## src/rtl/pipeline_pkg.sv

```systemverilog
// ============================================================================
// Module      : pipeline_pkg
// Description : Shared types and constants for the five-stage 8-bit pipeline.
// Revision    : 1.0 - initial release
// ============================================================================
`default_nettype none

package pipeline_pkg;

    localparam int          REG_ADDR_W = 3;
    localparam logic [18:0] NOP_INSTR  = 19'b0;

    typedef enum logic [1:0] {
        RUN    = 2'd0,
        FLUSH1 = 2'd1,
        FLUSH2 = 2'd2
    } state_t;

endpackage

`default_nettype wire

```

## src/rtl/hazard_controller_if.sv

```systemverilog
// ============================================================================
// Module      : hazard_controller_if
// Description : Pipeline-side hazard inputs and sequencing/counter outputs.
// Revision    : 1.0 - initial release
// ============================================================================
`default_nettype none

interface hazard_controller_if
    import pipeline_pkg::*;
#(
    parameter int CNT_W = 16
);
    logic [REG_ADDR_W-1:0] idR1Address;
    logic [REG_ADDR_W-1:0] idR2Address;
    logic                  idUsesR1;
    logic                  idUsesR2;
    logic [REG_ADDR_W-1:0] exDest;
    logic                  exRegWrite;
    logic                  exRegWriteDataSel;
    logic                  idRedirect;
    logic                  idIsRet;
    logic                  pcEnb;
    logic                  ifIdEnb;
    logic                  ifIdFlush;
    logic                  idExFlush;
    logic [CNT_W-1:0]      stallCount;
    logic [CNT_W-1:0]      flushCount;

    modport master (
        output idR1Address, idR2Address, idUsesR1, idUsesR2,
               exDest, exRegWrite, exRegWriteDataSel, idRedirect, idIsRet,
        input  pcEnb, ifIdEnb, ifIdFlush, idExFlush, stallCount, flushCount
    );

    modport slave (
        input  idR1Address, idR2Address, idUsesR1, idUsesR2,
               exDest, exRegWrite, exRegWriteDataSel, idRedirect, idIsRet,
        output pcEnb, ifIdEnb, ifIdFlush, idExFlush, stallCount, flushCount
    );

endinterface

`default_nettype wire

```

## src/rtl/sat_counter.sv

```systemverilog
// ============================================================================
// Module      : sat_counter
// Description : Up counter that sticks at all-ones instead of wrapping.
// Revision    : 1.0 - initial release
// ============================================================================
`default_nettype none

module sat_counter #(
    parameter int W = 16
) (
    input  wire logic         clk,
    input  wire logic         rst,
    input  wire logic         inc,
    output logic      [W-1:0] count
);

    always_ff @(posedge clk) begin
        if (rst) begin
            count <= '0;
        end else if (inc && (count != {W{1'b1}})) begin
            count <= count + W'(1);
        end
    end

endmodule

`default_nettype wire

```

## src/rtl/hazard_controller.sv

```systemverilog
// ============================================================================
// Module      : hazard_controller
// Description : Load-use stall and redirect squash sequencing, with counters.
// Revision    : 1.0 - initial release
// ============================================================================
`default_nettype none

module hazard_controller #(
    parameter int CNT_W = 16
) (
    input  wire logic       clk,
    input  wire logic       rst,
    hazard_controller_if.slave hz
);
    import pipeline_pkg::*;

    state_t r_state;
    state_t w_state_next;
    logic   w_load_use;
    logic   w_stall_inc;
    logic   w_flush_inc;

    // r0 is an ordinary register here, so address 0 matches like any other.
    assign w_load_use = hz.exRegWrite & hz.exRegWriteDataSel &
                        ((hz.idUsesR1 & (hz.idR1Address == hz.exDest)) |
                         (hz.idUsesR2 & (hz.idR2Address == hz.exDest)));

    always_ff @(posedge clk) begin
        if (rst) begin
            r_state <= RUN;
        end else begin
            r_state <= w_state_next;
        end
    end

    always_comb begin
        w_state_next = r_state;
        hz.pcEnb     = 1'b1;
        hz.ifIdEnb   = 1'b1;
        hz.ifIdFlush = 1'b0;
        hz.idExFlush = 1'b0;
        w_stall_inc  = 1'b0;
        w_flush_inc  = 1'b0;

        if (!rst) begin
            case (r_state)
                RUN: begin
                    if (w_load_use) begin
                        // Hold PC and the ID instruction; any redirect is re-seen next cycle.
                        hz.pcEnb     = 1'b0;
                        hz.ifIdEnb   = 1'b0;
                        hz.idExFlush = 1'b1;
                        w_stall_inc  = 1'b1;
                    end else if (hz.idRedirect) begin
                        hz.ifIdFlush = 1'b1;
                        w_flush_inc  = 1'b1;
                        // Returns need one more bubble: the stack pop lands a cycle late.
                        w_state_next = hz.idIsRet ? FLUSH1 : RUN;
                    end
                end
                FLUSH1: begin
                    hz.ifIdFlush = 1'b1;
                    w_flush_inc  = 1'b1;
                    w_state_next = RUN;
                end
                default: begin
                    w_state_next = RUN;
                end
            endcase
        end
    end

    sat_counter #(.W(CNT_W)) u_stall_cnt (
        .clk   (clk),
        .rst   (rst),
        .inc   (w_stall_inc),
        .count (hz.stallCount)
    );

    sat_counter #(.W(CNT_W)) u_flush_cnt (
        .clk   (clk),
        .rst   (rst),
        .inc   (w_flush_inc),
        .count (hz.flushCount)
    );

endmodule

`default_nettype wire

```

## src/flat_wrapper.sv

```systemverilog
// flat-port wrapper written by rule: the top's interface ports become plain ports
module hazard_controller_flat import pipeline_pkg::*;
#(
    parameter int CNT_W = 16
)
  (clk, rst, hz_idR1Address, hz_idR2Address, hz_idUsesR1, hz_idUsesR2, hz_exDest, hz_exRegWrite, hz_exRegWriteDataSel, hz_idRedirect, hz_idIsRet, hz_pcEnb, hz_ifIdEnb, hz_ifIdFlush, hz_idExFlush, hz_stallCount, hz_flushCount);
  hazard_controller_if #(.CNT_W(CNT_W)) hz_i ();
  input  wire logic clk;
  input  wire logic rst;
  input wire logic [$bits(hz_i.idR1Address)-1:0] hz_idR1Address;
  input wire logic [$bits(hz_i.idR2Address)-1:0] hz_idR2Address;
  input wire logic [$bits(hz_i.idUsesR1)-1:0] hz_idUsesR1;
  input wire logic [$bits(hz_i.idUsesR2)-1:0] hz_idUsesR2;
  input wire logic [$bits(hz_i.exDest)-1:0] hz_exDest;
  input wire logic [$bits(hz_i.exRegWrite)-1:0] hz_exRegWrite;
  input wire logic [$bits(hz_i.exRegWriteDataSel)-1:0] hz_exRegWriteDataSel;
  input wire logic [$bits(hz_i.idRedirect)-1:0] hz_idRedirect;
  input wire logic [$bits(hz_i.idIsRet)-1:0] hz_idIsRet;
  output wire logic [$bits(hz_i.pcEnb)-1:0] hz_pcEnb;
  output wire logic [$bits(hz_i.ifIdEnb)-1:0] hz_ifIdEnb;
  output wire logic [$bits(hz_i.ifIdFlush)-1:0] hz_ifIdFlush;
  output wire logic [$bits(hz_i.idExFlush)-1:0] hz_idExFlush;
  output wire logic [$bits(hz_i.stallCount)-1:0] hz_stallCount;
  output wire logic [$bits(hz_i.flushCount)-1:0] hz_flushCount;
  assign hz_i.idR1Address = hz_idR1Address;
  assign hz_i.idR2Address = hz_idR2Address;
  assign hz_i.idUsesR1 = hz_idUsesR1;
  assign hz_i.idUsesR2 = hz_idUsesR2;
  assign hz_i.exDest = hz_exDest;
  assign hz_i.exRegWrite = hz_exRegWrite;
  assign hz_i.exRegWriteDataSel = hz_exRegWriteDataSel;
  assign hz_i.idRedirect = hz_idRedirect;
  assign hz_i.idIsRet = hz_idIsRet;
  assign hz_pcEnb = hz_i.pcEnb;
  assign hz_ifIdEnb = hz_i.ifIdEnb;
  assign hz_ifIdFlush = hz_i.ifIdFlush;
  assign hz_idExFlush = hz_i.idExFlush;
  assign hz_stallCount = hz_i.stallCount;
  assign hz_flushCount = hz_i.flushCount;
  hazard_controller #(.CNT_W(CNT_W)) u_core (.clk(clk), .rst(rst), .hz(hz_i));
endmodule
```

## config.mk

```make
export PLATFORM = sky130hd
export DESIGN_NAME = hazard_controller_flat
export DESIGN_NICKNAME = d
export VERILOG_FILES = /design/src/rtl/pipeline_pkg.sv /design/src/rtl/hazard_controller_if.sv /design/src/rtl/sat_counter.sv /design/src/rtl/hazard_controller.sv /design/src/flat_wrapper.sv
export SDC_FILE = /design/constraint.sdc
export NUM_CORES = 1
export LEC_CHECK = 0
export CAP_MARGIN = 25
export CORE_ASPECT_RATIO = 1.5
export CORE_MARGIN = 3
export CORE_UTILIZATION = 40
export DETAILED_ROUTE_END_ITERATION = 8
export GPL_TIMING_DRIVEN = 0
export HOLD_SLACK_MARGIN = 0.02
export MAX_ROUTING_LAYER = met4
export PLACE_DENSITY = 0.71
export SETUP_SLACK_MARGIN = 0.1
export SYNTH_ARGS = -nofsm -noshare
export SYNTH_HDL_FRONTEND = slang
export SYNTH_SLANG_ARGS = --single-unit
```

## constraint.sdc

```tcl
create_clock -name clk -period 2.2 [get_ports clk]
set_input_delay 0.44 -clock clk [delete_from_list [all_inputs] [get_ports clk]]
set_output_delay 0.44 -clock clk [all_outputs]
set_load 0.03 [all_outputs]
```

Word-level counts from Yosys, hierarchy flattened
Index checks and enable logic that the tools add are counted.

Logic and storage cells: 33. Output and inout bits: 36. Bits of input ports: 17. Bits in registers: 34.

Reductions and logical operators: 5. Add/sub/neg operators: 2. Eq/ne operators: 5. Bitwise logic cells: 7. Mux-type cells: 11.

Operators with widths (number): $add 16x1->16 const B (2); $ne 16x16->1 const B (2); $mux 1 (10); $eq 3x3->1 (2); $and 1x1->1 (4); $eq 2x1->1 const B (1); $logic_and 1x1->1 (2); $logic_not 2->1 (1); $not 1->1 (2); $pmux 1 s2 (1); $reduce_and 2->1 (1); $reduce_or 2->1 (1); $or 1x1->1 (1).

Logic depth before layout (Yosys ltp)
Gate-level depths: netlist of the first run.

Depth in word-level cells: 8. Mapped depth: 8. Mapped depth without buffers: 6.

Cells and area by module
A second synthesis of the first run with hierarchy kept.

Cell total of the unflattened synthesis: 218. Area total of the unflattened synthesis: 1844.3 um2.

Modules (own cells, without submodules): sat_counter (times used 2, area an instance 848.3 um2, cells each 99, sequential area each 320.3 um2); hazard_controller (times used 1, area an instance 147.6 um2, cells each 20, sequential area each 20.0 um2).

Least setup slack after synthesis of the first run
Ideal clock, no wire load.

Path kind: input port to output port. From: input hz_idR1Address[1]. To: output hz_idExFlush. Data arrival time: 1724 ps. Required time: 1760 ps. Path buffers: 2. Stages: 6. Path slack: 36 ps. Path through: xnor2_1 nand4_1 a21bo_2 buf_6 clkbuf_1 inv_1.

Word-level cells in the longest chain between the ends: 7.

RTL lines: start, declared (line flat_wrapper.sv:10) `input wire logic [$bits(hz_i.idR1Address)-1:0] hz_idR1Address;`; $eq 3x3->1 (line hazard_controller.sv:25) `((hz.idUsesR1 & (hz.idR1Address == hz.exDest)) |`; $and 1x1->1 (line hazard_controller.sv:25); $or 1x1->1 (line hazard_controller.sv:25); $and 1x1->1 (line hazard_controller.sv:24) `assign w_load_use = hz.exRegWrite & hz.exRegWriteDataSel &`; $mux 1 (line hazard_controller.sv:48) `if (w_load_use) begin`; $mux 1 (line hazard_controller.sv:46) `case (r_state)`; $mux 1 (line hazard_controller.sv:45) `if (!rst) begin`; end, declared (line flat_wrapper.sv:22) `output wire logic [$bits(hz_i.idExFlush)-1:0] hz_idExFlush;`.

Every way passes these cells.

Final worst setup path of the first run
From: input hz_exRegWriteDataSel. To: output hz_pcEnb.

Word-level cells in the longest chain between the ends: 5.

RTL lines: start, declared (line flat_wrapper.sv:16) `input wire logic [$bits(hz_i.exRegWriteDataSel)-1:0] hz_exRegWriteDataSel;`; $and 1x1->1 (2 in a row) (line hazard_controller.sv:24); $mux 1 (line hazard_controller.sv:48); $mux 1 (line hazard_controller.sv:46); $mux 1 (line hazard_controller.sv:45); end, declared (line flat_wrapper.sv:19) `output wire logic [$bits(hz_i.pcEnb)-1:0] hz_pcEnb;`.

Every way passes these cells.

==> results of run 1 <==
-- power by group through the flow --
stage	clock (mW)	sequential, mW	combinational, mW
2_1_floorplan	0	0.630	0.0555
3_3_place_gp	0	0.622	0.123
3_5_place_dp	0	0.622	0.123
4_1_cts	0.615	0.609	0.122
5_1_grt	0.636	0.610	0.143
6_report	0.603	0.609	0.131
-- metrics by stage --
step / hold WS, ns / power (mW) / setup TNS [ns] / std cells / cell area (µm²)
after floorplan: 0.467 / 0.685 / 0 / 215 / 1790
after global placement: 0.485 / 0.745 / -10.65 / 313 / 2370
after detailed placement: 0.488 / 0.745 / -11.36 / 313 / 2370
after CTS: 0.499 / 1.35 / 0 / 327 / 2520
after global routing: 0.525 / 1.39 / 0 / 327 / 2580
final: 0.493 / 1.34 / 0 / 327 / 2580
-- what timing repair did --
item | in CTS | in global routing
buffers inserted | 6 | 0
pin swaps | 11 | 6
setup endpoints to repair | 31 | 9
gates resized for setup | 71 | 14
-- state kept, by name (all words and copies together) (netlist names) --
signal,count
u_core.u_flush_cnt.count,16
u_core.r_state,1
u_core.u_stall_cnt.count,16
-- kinds of logic after synthesis --
| logic type | share of synthesized area [%] |
|---|---|
| fa+ha+maj | 1.40 |
| buf+inv | 5.52 |
| compound gates | 22.8 |
| simple gates | 28.5 |
| xor+xnor | 2.94 |
| flops | 36.9 |
| mux | 1.89 |
-- worst max path at each step --
stage,slack (ns),startpoint,endpoint,cells after the start
2_1_floorplan,0.18,hz_exDest[0],hz_idExFlush,6
3_3_place_gp,-0.92,hz_exDest[2],hz_idExFlush,8
3_5_place_dp,-0.94,hz_exDest[2],hz_idExFlush,8
4_1_cts,0.11,u_core.u_flush_cnt.count[0],u_core.u_flush_cnt.count[5],7
5_1_grt,0.08,hz_exRegWriteDataSel,hz_pcEnb,8
6_report,0.14,hz_exRegWriteDataSel,hz_pcEnb,8
-- final cells by class --
type | instances | area, µm²
flip-flops and latches | 33 | 661
inverters | 6 | 22.5
clock inverters | 1 | 30.0
well taps | 46 | 57.6
multi-input cells | 161 | 1080
clock buffers | 7 | 86.3
fillers | 400 | 1700
plain buffers | 15 | 109
repair buffers | 58 | 536
-- worst max-delay path, cell delays in order --
cell and delay, ns:
dlygate4sd2_1 0.22, nand2_2 0.07, nor3_2 0.13, a21bo_2 0.25
buf_6 0.13, clkbuf_16 0.15, buf_6 0.11, buf_6 0.12
-- Yosys cell counts, types with 6 or more instances --
library cell  count  area, µm²
a21oi_1          29        145
clkbuf_1          8       30.0
or4_1            22        165
nand4_1          12       75.1
xnor2_1           6       52.6
nand2_1          11       41.3
o31ai_1          20        150
dfxtp_1          33        661
nor2_1            9       33.8
nand3_1           9       45.0
inv_1             6       22.5
o21ai_0           7       35.0
-- metal layers --
| metal | part of all wire, % | vias up | global-route usage, % |
|---|---|---|---|
| met1 | 41 | 957 | 24.5 |
| met2 | 52 | 76 | 37.5 |
| met4 | 3.1 | 0 | 10.5 |
| met3 | 4.3 | 19 | 3.98 |
| li1 | - | 967 | - |
| met5 | 0 | - | - |
==> metrics.txt, run 1 <==
depth of the CTS H-tree=2; reg-to-reg critical path startpoint=u_core.u_flush_cnt.count[0]; most frequent cells in the layout=clkdlybuf4s50_1 (34), dfxtp_1 (33), a21oi_1 (29); outcome=completed; max-cap violation count=0; post-route worst setup slack=~0.14 ns; Hold Path Sink=u_core.u_stall_cnt.count[14]; Setup crit start kind=input pin; Critical Path Fanout Max=6; core area=roughly 4300 µm²; Hold Path Stages=2; Rows=29; die width=60.6 µm; GPL Wtd Cong=between 0.8 and 0.9; HP Start=u_core.u_stall_cnt.count[14]; # DRC=0; Post-Syn Area=roughly 1800 µm²; commonest non-fill, non-tap cell in the layout=clkdlybuf4s50_1; Static Leak=roughly 0.84 nW; Sw Pwr=around 310 µW; Pint=about 1.0 mW; Clk pwr share=between 40% and 50%; TritonCTS clock tree=built; pre-CTS WS=-0.943 ns; Starting Density=41.8%; Reg clk slew, reported paths=~0.07 ns; Worst-Skew Late Latency=0.29 ns; Max Clock Skew=0.00382 ns; relative max-transition margin=around 67%; Root Buffer=clkbuf_8; Max Clock Freq=0.485 GHz; Pins Over Slew Limit=0; final hold violation count=0; Reg2Reg Depth=7; boundary pin count=53; Final nets=between 200 and 300; total grt overflow=0; top_reg_cell synth=dfxtp_1; Synth Warn #=0; class of the tightest hold or removal check=register to register; gr usage total=between 20% and 30%; unrepaired setup endpoints after global routing=yes; Final period util=between 90% and 100%; CP arrival=between 1.5 and 2 ns; via/cell ratio=a little over 6; Final setup viols=0; CTS sink count=33; worst reg2reg path endpoint=u_core.u_flush_cnt.count[5]; chip height=between 80 and 90 µm; slew of the pin with the lowest slew margin=0.496 ns; DPL Wire Length=around 3700 µm; R2R Setup Slk=roughly 0.20 ns; Mapped Cells=215; combinational power share=9.8%; initial antenna violation count=0; vias in the first global route=1999; post-synth cell types=34; # hold bufs at CTS=0; Avg Cell Area, Syn=8.32 µm²; Max Buffers Root-to-Sink=2; total wire length=between 5000 and 6000 µm; largest net degree at the start of global routing=11; sequential area share after synthesis=36.9%; first-pass GRT wire length=approximately 9000 µm; Die ar.=around 5300 µm²; Tmin final=2.06 ns; ANT nets after route=0; total number of vias=2019; WS Path Type=input pin to primary output; ys async rst share=0%; Post-Syn Nets=approximately 230; number of port buffers=52; number of flops mapped to enable cells by yosys=0; proportion of layout cells with a drive suffix above 1=between 10% and 20%; number of synthesized register bits=33; part of the power in registers=between 40% and 50%; pwr/cell area=about 520 nW/µm²; synth-to-layout area growth=44.3%; DR WL/cell=between 15 and 20 µm; Initial DRC Count=87; Final Util=60.3%; Antenna Cells=0; drt pass-1 iters=4; Peak VDD IR=approximately 320 µV; total CTS buffers=5; CP required=~1.8 ns; switching share of total power=between 20% and 30%; CP Capture Type=primary output
(Power assumes the default switching activity.)
==> run 2: changes to the inputs <==
GPL_TIMING_DRIVEN = not set   (was 0)
RECOVER_POWER = 100   (was not set)
==> run 2 against run 1 <==
  * Clock skew up 0.0045 ns
  * Sequential power about the same
  * Critical endpoint unchanged
  * Clock power about the same
  * Critical path depth down 2
  * Critical path type unchanged
  * Sequential share of layout area down 0.33 points
  * Highest routed layer unchanged
  * Maximum frequency down 1.8%
  * Global-route usage down 1.4 points
  * Largest power group unchanged
  * Flip-flop and latch count unchanged
==> metrics.txt, run 2 (synthesis results as in run 1) <==
pre-CTS WS=-0.254 ns (was -0.943 ns); Pins Over Slew Limit=0 (unchanged); Worst-Skew Late Latency=0.29 ns (about the same); initial antenna violation count=0 (unchanged); proportion of layout cells with a drive suffix above 1=15.3% (was 18.9%); Antenna Cells=0 (unchanged); CP required=1.76 ns (about the same); synth-to-layout area growth=46.2% (was 44.3%); boundary pin count=53 (unchanged); GPL Wtd Cong=0.790 (was 0.889); relative max-transition margin=68.5% (was 66.7%); ANT nets after route=0 (unchanged); Max Clock Skew=0.00834 ns (was 0.00382 ns); largest net degree at the start of global routing=39 (was 11); post-route worst setup slack=0.102 ns (was 0.139 ns); Reg area=661 µm² (unchanged); TritonCTS clock tree=built (unchanged); Setup crit start kind=input pin (unchanged); number of port buffers=52 (unchanged); via/cell ratio=5.99 (was 6.17); Max Clock Freq=0.477 GHz (was 0.485 GHz); depth of the CTS H-tree=2 (unchanged); outcome=completed (unchanged); placed cell area=2420 µm² (was 2370 µm²); # DRC=0 (unchanged); total grt overflow=0 (unchanged); # hold bufs at CTS=0 (unchanged); Root Buffer=clkbuf_8 (unchanged); vias in the first global route=1804 (was 1999); Final period util=95.4% (was 93.7%); pwr/cell area=514 nW/µm² (was 520 nW/µm²); Regs by FF count=u_core.u_flush_cnt.count x16, u_core.u_stall_cnt.count x16, u_core.r_state x1 (unchanged); CP arrival=1.66 ns (was 1.62 ns); total CTS buffers=5 (unchanged); CP Capture Type=primary output (unchanged); Max Buffers Root-to-Sink=2 (unchanged); drt pass-1 iters=4 (unchanged); DPL Wire Length=3290 µm (was 3700 µm); chip height=87.9 µm (unchanged); class of the tightest hold or removal check=register to register (unchanged); Final Cell Area=2620 µm² (was 2580 µm²); DR WL/cell=15.0 µm (was 16.4 µm); Static Leak=0.969 nW (was 0.838 nW); final hold violation count=0 (unchanged); Die ar.=5330 µm² (unchanged); max-cap violation count=0 (unchanged); area of the multi-input gates=1060 µm² (was 1080 µm²); Final nets=305 (was 299); core area=4280 µm² (unchanged); first-pass GRT wire length=8300 µm (was 9010 µm); Peak VDD IR=320 µV (was 317 µV); die width=60.6 µm (unchanged); WHS=0.485 ns (was 0.493 ns); most frequent cells in the layout=dfxtp_1 (33), dlygate4sd3_1 (32), a21oi_1 (28) (was clkdlybuf4s50_1 (34), dfxtp_1 (33), a21oi_1 (29)); overall power=1.35 mW (was 1.34 mW); WS Path Type=input pin to primary output (unchanged); total wire length=4990 µm (was 5370 µm); slew of the pin with the lowest slew margin=0.467 ns (was 0.496 ns); CTS sink count=33 (unchanged); placed insts=313 (unchanged); gr usage total=20.8% (was 22.2%); Rows=29 (unchanged); Reg clk slew, reported paths=0.06 ns (was 0.07 ns); Tmin final=2.10 ns (was 2.06 ns); Initial DRC Count=95 (was 87); commonest non-fill, non-tap cell in the layout=dfxtp_1 (was clkdlybuf4s50_1); Critical Path Fanout Max=7 (was 6); Fillers=394 (was 400); total number of vias=1995 (was 2019); unrepaired setup endpoints after global routing=yes (unchanged); Final setup viols=0 (unchanged); fin cells=333 (was 327); Starting Density=41.8% (unchanged)
## run 2: cell type report
| cell class | instances | share of cell area (%) |
|---|---|---|
| Multi-Input combinational cell | 162 | 40.5 |
| Clock inverter | 1 | 1.15 |
| Sequential cell | 33 | 25.3 |
| Inverter | 6 | 0.861 |
| Clock buffer | 7 | 3.30 |
| Tap cell | 46 | 2.20 |
| Timing Repair Buffer | 78 | 26.7 |
## run 2: final timing paths
| check | to | depth (start not counted) | slack, ns | startpoint |
|---|---|---|---|---|
| setup / recovery | hz_pcEnb | 6 | 0.10 | hz_idR2Address[0] |
| hold / removal | u_core.u_flush_cnt.count[14] | 2 | 0.48 | u_core.u_flush_cnt.count[14] |
| setup reg to reg | u_core.u_stall_cnt.count[13] | 5 | 0.21 | u_core.u_stall_cnt.count[3] |
| hold reg to reg | u_core.u_flush_cnt.count[14] | 2 | 0.48 | u_core.u_flush_cnt.count[14] |
## run 2: worst max-delay path, cell delays in order
cell	delay (ns)
dlygate4sd2_1	0.24
xnor2_1	0.14
nand4_1	0.15
a21bo_1	0.32
clkdlybuf4s15_1	0.23
buf_6	0.13
## run 2: what timing repair did
action	4_1_cts	5_1_grt
setup buffers	11	0
gates resized for setup	24	10
cloned	1	0
endpoints found under the setup margin	5	7
pin swaps	14	11
## run 2: power by group
group	switching (mW)	total [mW]	leakage, nW	internal, mW
combinational	0.0688	0.133	0.644	0.0643
clock	0.234	0.603	0.0585	0.369
sequential	0.00667	0.609	0.266	0.602
## run 2: metrics by stage
stage	utilization, %	TNS, ns
after floorplan	-	0
after global placement	56.6	-2.99
after detailed placement	56.6	-4.04
after CTS	61.9	0
after global routing	61.1	0
final	61.1	0
## run 2: metal layers
layer	share of wire (%)	wire, µm	vias up	global-route usage [%]
met5	0	0	-	-
met4	2.9	146	0	9.86
met3	3.7	186	13	4.28
met2	51	2570	55	33.1
met1	42	2090	945	24.4
li1	-	-	982	-
